===== config.mk =====
export PLATFORM = sky130hd
export DESIGN_NAME = arena_uart_packer
export DESIGN_NICKNAME = d
export VERILOG_FILES = /design/src/rtl/arena_uart_packer.sv
export SDC_FILE = /design/constraint.sdc
export NUM_CORES = 1
export LEC_CHECK = 0
export CORE_MARGIN = 4
export CORE_UTILIZATION = 38
export DETAILED_ROUTE_END_ITERATION = 10
export SLEW_MARGIN = 30
export SYNTH_ARGS = -nofsm -noshare
export SYNTH_HDL_FRONTEND = slang
export SYNTH_SLANG_ARGS = --single-unit
export TNS_END_PERCENT = 100

===== constraint.sdc =====
create_clock -name clk -period 12.7 [get_ports clk]
set_clock_uncertainty 0.1 [all_clocks]
set_input_delay 1.905 -clock clk [delete_from_list [all_inputs] [get_ports clk]]
set_output_delay 1.905 -clock clk [all_outputs]
set_load 0.005 [all_outputs]

===== src/rtl/arena_uart_packer.sv =====
// Arena state packetiser: snapshots the game state on a frame tick and
// streams a 44-byte checksummed packet to a byte-wide UART transmitter.
module arena_uart_packer #(
  parameter logic [7:0] HEADER       = 8'hA5,
  parameter int         BUSY_TIMEOUT = 16
) (
  input  logic         clk,
  input  logic         rst,
  input  logic         i_en,
  input  logic         i_frame_tick,
  input  logic [99:0]  i_arena_0,
  input  logic [99:0]  i_bombs_0,
  input  logic [99:0]  i_bombs_1,
  input  logic [3:0]   i_playerAx,
  input  logic [3:0]   i_playerAy,
  input  logic [3:0]   i_playerBx,
  input  logic [3:0]   i_playerBy,
  input  logic [1:0]   i_healthA,
  input  logic [1:0]   i_healthB,
  input  logic [1:0]   i_game_state,
  input  logic         i_tx_busy,
  output logic [7:0]   o_tx_data,
  output logic         o_tx_stb,
  output logic         o_active,
  output logic [7:0]   o_drop_cnt
);

  typedef enum logic [1:0] {
    IDLE,
    SEND,
    WAIT_HI,
    WAIT_LO
  } state_t;

  localparam logic [15:0] TO_LAST = 16'(BUSY_TIMEOUT - 1);
  localparam logic [5:0]  LAST    = 6'd43;

  state_t       state;
  logic         tick_q;
  logic [5:0]   idx;
  logic [7:0]   chk;
  logic [7:0]   data_q;
  logic [15:0]  to_cnt;

  logic [103:0] ar_s;
  logic [103:0] b0_s;
  logic [103:0] b1_s;
  logic [7:0]   pa_s;
  logic [7:0]   pb_s;
  logic [7:0]   hs_s;

  logic         tick_edge;
  logic         launch;
  logic [5:0]   k;
  logic [6:0]   off;
  logic [7:0]   cur;

  assign tick_edge = i_frame_tick & ~tick_q;
  assign launch    = tick_edge & i_en & (state == IDLE);

  // Map bytes: group-relative index k selects bits [8k+7:8k];
  // the top 4 bits of each padded map are constant zero.
  always_comb begin
    cur = 8'h00;
    k   = 6'd0;
    unique case (1'b1)
      idx == 6'd0: cur = HEADER;
      idx == 6'd1: cur = pa_s;
      idx == 6'd2: cur = pb_s;
      idx == 6'd3: cur = hs_s;
      idx >= 6'd4 && idx <= 6'd16: begin
        k   = idx - 6'd4;
        cur = ar_s[{k[3:0], 3'b000} +: 8];
      end
      idx >= 6'd17 && idx <= 6'd29: begin
        k   = idx - 6'd17;
        cur = b0_s[{k[3:0], 3'b000} +: 8];
      end
      idx >= 6'd30 && idx <= 6'd42: begin
        k   = idx - 6'd30;
        cur = b1_s[{k[3:0], 3'b000} +: 8];
      end
      idx == LAST: cur = chk;
      default: cur = 8'h00;
    endcase
  end

  assign off = {k[3:0], 3'b000};

  // Strobe only when the UART is free; data is held between strobes.
  assign o_tx_stb  = (state == SEND) & ~i_tx_busy;
  assign o_tx_data = o_tx_stb ? cur : data_q;

  always_ff @(posedge clk) begin
    if (launch) begin
      ar_s <= {4'h0, i_arena_0};
      b0_s <= {4'h0, i_bombs_0};
      b1_s <= {4'h0, i_bombs_1};
      pa_s <= {i_playerAx, i_playerAy};
      pb_s <= {i_playerBx, i_playerBy};
      hs_s <= {i_healthA, i_healthB, i_game_state, 2'b00};
    end
  end

  always_ff @(posedge clk) begin
    if (rst) begin
      state      <= IDLE;
      tick_q     <= 1'b1;
      idx        <= 6'd0;
      chk        <= 8'h00;
      data_q     <= 8'h00;
      to_cnt     <= 16'd0;
      o_active   <= 1'b0;
      o_drop_cnt <= 8'h00;
    end else begin
      tick_q <= i_frame_tick;
      if (tick_edge && i_en && state != IDLE && o_drop_cnt != 8'hFF)
        o_drop_cnt <= o_drop_cnt + 8'd1;
      unique case (state)
        IDLE: begin
          if (launch) begin
            state    <= SEND;
            o_active <= 1'b1;
            idx      <= 6'd0;
            chk      <= 8'h00;
          end
        end
        SEND: begin
          if (!i_tx_busy) begin
            data_q <= cur;
            idx    <= idx + 6'd1;
            to_cnt <= 16'd0;
            state  <= WAIT_HI;
            if (idx != 6'd0 && idx != LAST)
              chk <= chk ^ cur;
          end
        end
        WAIT_HI: begin
          if (i_tx_busy || to_cnt == TO_LAST)
            state <= WAIT_LO;
          else
            to_cnt <= to_cnt + 16'd1;
        end
        WAIT_LO: begin
          if (!i_tx_busy) begin
            if (idx == LAST + 6'd1) begin
              state    <= IDLE;
              o_active <= 1'b0;
              idx      <= 6'd0;
            end else begin
              state <= SEND;
            end
          end
        end
        default: state <= IDLE;
      endcase
    end
  end

  logic unused;
  assign unused = ^off;

endmodule


# Yosys cells after proc, flatten, opt, wreduce, memory -nomap -nowiden
# Cells that the tools add are included.
[totals]
out_inout_bits = 18
in_bits = 327
word_cells = 100
reg_bits = 372
[classes]
reduce_logical = 22
eq_ne = 18
n_shift = 3
order_cmp = 6
bitwise = 7
n_mux = 24
add_sub_neg = 6
[op_table]
columns = ["cell", "n"]
rows = [
  ["$shiftx A104 B8 Y8", 3],
  ["$pmux W8 S8", 1],
  ["$mux W16", 2],
  ["$mux W8", 4],
  ["$pmux W16 S2", 1],
  ["$mux W6", 4],
  ["$pmux W6 S3", 1],
  ["$add A16 B1 Y16 const B", 1],
  ["$eq A16 B4 Y1 const B", 1],
  ["$pmux W8 S2", 1],
  ["$eq A6 B2 Y1 const B", 2],
  ["$eq A6 B6 Y1 const B", 2],
  ["$ge A6 B5 Y1 const B", 2],
  ["$le A6 B5 Y1 const B", 2],
  ["$ne A2 B2 Y1 const B", 6],
  ["$reduce_and A4 Y1", 3],
  ["$add A8 B1 Y8 const B", 1],
  ["$mux W2", 4],
  ["$ne A8 B8 Y1 const B", 1],
  ["$pmux W2 S4", 1],
  ["$reduce_bool A2 Y1", 4],
  ["$xor A8 B8 Y8", 1],
  ["$logic_and A1 B1 Y1", 7],
  ["$add A6 B1 Y6 const B", 1],
  ["other kinds (22)", 30],
]

# Depth between registers and ports, before layout
[depth]
depth_word = 7
mapped_depth = 13
depth_no_buf = 8

# Least setup slack after synthesis
# Ideal clock, no wire load.
[synth_timing]
path_type = "input-to-reg"
startpoint = "input i_en"
endpoint = "register chk[6]"
cell_stages = 7
required_time_ns = 12.464
path_buffers = 1
setup_time_ns = 0.136
arrival_ns = 11.174
setup_slack_ns = 1.289
path_cell_list = "and4b_1 -> a21oi_1 -> clkbuf_1 -> nand2_1 -> a211oi_1 -> mux2i_1 -> o211ai_1"
[synth_between]
elab_chain_len = 4
[synth_rtl]
columns = ["item", "line_no", "rtl"]
rows = [
  ["start, declared", "9", "input logic i_en,"],
  ["$and A1 B1 Y1 (2 in a row)", "59", "assign launch = tick_edge & i_en & (state == IDLE);"],
  ["$ne A2 B2 Y1 (no line)", "--", ""],
  ["$reduce_and A4 Y1 (no line)", "--", ""],
  ["end signal, assigned", "135", "chk <= chk ^ cur;"],
  ["end, declared", "41", "logic [7:0] chk;"],
]
# Every way passes these cells.
# A chain may end at the register's enable or synchronous reset.

# Worst setup path after layout
[layout_timing]
startpoint = "register idx[1]"
endpoint = "output o_tx_data[1]"
[layout_between]
elab_chain_len = 4
elab_cells_between_ends = 22
cone_classes = "add/sub (3); order compare (6); eq/ne (4); shift (3); mux (2); reduce/logical (4)"
[layout_rtl]
columns = ["item", "line_no", "rtl"]
rows = [
  ["start, declared", "40", "logic [5:0] idx;"],
  ["start signal, assigned", "131", "idx <= idx + 6'd1;"],
  ["$sub A4 B4 Y4, or another cell as far along", "80", "k = idx - 6'd30;"],
  ["$shiftx A104 B8 Y8, or another cell as far along", "81", "cur = b1_s[{k[3:0], 3'b000} +: 8];"],
  ["$pmux W8 S8 (*)", "66", "unique case (1'b1)"],
  ["$mux W8 (*)", "92", "assign o_tx_data = o_tx_stb ? cur : data_q;"],
  ["end, declared", "22", "output logic [7:0] o_tx_data,"],
]
# Mark *: on every way between the ends. The rest lies on a longest branch, timed or not.

==> results.md <==
* Outcome: completed
* Cell area after synthesis at 15,400 um2
* Die area at 43,800 um2
* Final hold vios at 0
* Number of global-route vias before repair at 10,081
* Post-Synthesis Mean Instance Area at 16.6 um2
* First-pass GRT wire length at a little over 60,000 um
* Share of layout cells above drive strength 1 at 0.114
* Worst-Margin Slew at 0.911 ns
* Layout Utilization at 0.516
* Worst path arrival time at 5.12 ns
* Gpl congestion at 0.815
* Clock tree buffer depth at 3
* Total routed wirelength at approximately 42,000 um
* Setup TNS at 0 ns
* # port buffers at 344
* Setup bufs post-CTS at 0
* # hold bufs at CTS at 0
* Final nets at about 1,600
* Final Cell Area at 20,600 um2
* TritonCTS clock tree: built
* CTS resizes at 0
* RR Startpoint: idx[1]
* Post-route DRC at 0
* Leak Pwr at 0.00665 uW
* Pwr Density at 144 nW/um2
* CORE AREA at 39,900 um2
* Dominant cells by area after synthesis: edfxtp_1 (63%), mux4_2 (8.5%), dfxtp_1 (6.5%)
* Critical path depth at 9
* Min-delay worst type: flop to flop
* Initial antenna violation count at 6
* Top-level I/O count at 345
* Post-synth EDFFs at 322
* Antenna Nets Post-Route at 0
* Die Height at 209 um
* Crit path time final at 7.12 ns
* Crit path max fanout at 41
* Buf/Inv on CP at 3
* Pint at 2250 uW
* Yosys cell types at 70
* Initial DRC Count at between 600 and 700
* Area delta synth->final at 33.8%
* Die width at 209 um
* Largest net degree at the start of global routing at 197
* Post-DP Area at 19,300 um2
* Area leader, netlist: edfxtp_1
* DP HPWL at a little over 30,000 um
* Net Sw Power at 715 uW
* Final setup violation count at 0
* Period utilization at 0.561
* Max cap viols at 0
* Root Buffer: clkbuf_16
* Vias at 9,547
* Row count at 73
* CP peak stage delay at roughly 0.83 ns
* Reg clk slew, reported paths at roughly 0.060 ns
* Reg-to-reg endpoint: data_q[1]
* Number of vias per cell at 5.20
* Critical path type: flop to output pin
* RSZ-0062 raised after global routing: false
* Flop pwr share at 0.475
* Fmax at roughly 0.14 GHz
* TritonCTS Buffers at 41
* Sw Ratio at 0.241
* Async SR Flop Fraction at 0
* Crit end category: output pin
* Maximum vdd ir drop at 0.114 mV
* Yosys warning total at 0
* Flop-to-flop setup slack at between 8 and 9 ns
* Synth top area share at 0.628
* Worst path cell trace: buf_4 > inv_1 > ha_1 > xor2_2 > mux2i_1 > a221oi_1 > nor4b_1 > a21oi_1 > clkdlybuf4s50_1
* Count leader, synth: edfxtp_1
* H-tree Lvls at 2
* Cells after Synth at around 900
* Combinational Power Share at 0.145
* Crit. Startpoint: idx[1]
* Worst Setup EP: o_tx_data[1]
* Worst r2r path cells at 8
* Syn_nets at between 1,000 and 1,500
* Relative slew slack at 0.392
* Synth Flop Type: edfxtp_1
* Clock power frac at 0.380
* Top delay family on crit path: buffers and inverters
* Crit-path slowest cell: a221oi_1
* Initial core utilization at 0.386
* Crit start category: flop
* GRT Total Usage at 0.187
* Pre-antenna DRT Iters at 5
* Register bit total from synthesis at 372
* Fillers at 3,260
* GRT overflow at 0
* Required @ worst endpoint at 10.69 ns
* Clock latency on the worst-skew pair at ~0.57 ns
* Slew Viols, Final at 0
* Register area share after synthesis at 0.693
* Routed length per instance at approximately 23 um
* Post-synth top cells: edfxtp_1 (322), mux4_2 (58), dfxtp_1 (50)
* CTS sink cnt at 372
registers in the layout (all words and copies together), names as in the netlist, 16 cells and up:
name	cells
ar_s	100
b0_s	100
b1_s	100
to_cnt	16
worst min-delay path, stage by stage (launching register included):
cell and delay [ns]:
dfxtp_1 0.31, nand2_1 0.06, mux2i_1 0.06
metal layers:
| metal | wire length [um] | track usage | up-vias |
|---|---|---|---|
| li1 | - | - | 4411 |
| met2 | 20900 | 0.312 | 352 |
| met3 | 3120 | 0.0522 | 55 |
| met5 | 87 | 0 | - |
| met4 | 730 | 0.0506 | 12 |
| met1 | 17300 | 0.244 | 4717 |
power by group through the flow:
stage | registers, uW | logic, uW | clock network [uW]
6_report | 1410 | 429 | 1130
5_1_grt | 1410 | 463 | 1210
4_1_cts | 1410 | 430 | 1160
3_5_place_dp | 1440 | 429 | 0
3_3_place_gp | 1440 | 423 | 0
2_1_floorplan | 1450 | 236 | 0
cell families (layout without fill, tap and decap cells):
group	Yosys count	count (layout)	synth area share
muxes	107	107	0.121
xor gates and xnor gates	22	22	0.0147
adders and majority gates	20	20	0.0162
AOI/OAI and AO/OA	144	144	0.0633
and+or+nand+nor	206	206	0.0700
DFF	372	372	0.693
other	0	1	0
buffers and inverters	56	440	0.0219
worst min-delay path by stage:
stage | cells after the start | endpoint | from
after floorplan | 2 | chk[7] | chk[7]
after global placement | 2 | chk[2] | chk[2]
after detailed placement | 2 | chk[2] | chk[2]
after CTS | 2 | chk[2] | chk[2]
after global routing | 2 | chk[2] | chk[2]
final | 2 | chk[2] | chk[2]
cell usage in the layout (no fill, tap or decap), drive strengths merged, types with 20 or more instances in the layout:
master	instances
mux4	62
mux2i	43
nor2	48
o21ai	26
clkdlybuf4s50	344
edfxtp	322
ha	20
a21oi	38
clkinv	21
dfxtp	50
nand2	40
clkbuf	50
area by class of cell:
| type | instances | area, um2 | share of cell area |
|---|---|---|---|
| flip-flops and latches | 372 | 10700 | 0.518 |
| multi-input cells | 499 | 4410 | 0.214 |
| repair buffers | 353 | 3550 | 0.172 |
| clock buffers | 50 | 1090 | 0.0529 |
| well taps | 525 | 657 | 0.0319 |
| clock inverters | 26 | 186 | 0.00904 |
| inverters | 11 | 41.3 | 0.00200 |
| diodes | 1 | 2.50 | 0.000121 |
per-stage QoR:
step / hold WS [ns] / std cells / power (uW) / worst slack [ns]
2_1_floorplan: 0.342 / 927 / 1680 / 1.29
3_3_place_gp: 0.355 / 1759 / 1860 / 6.21
3_5_place_dp: 0.359 / 1759 / 1870 / 6.12
4_1_cts: 0.369 / 1835 / 3000 / 5.52
5_1_grt: 0.390 / 1836 / 3080 / 5.19
6_report: 0.372 / 1837 / 2970 / 5.58
No activity file was read; power rests on OpenSTA's default activity.
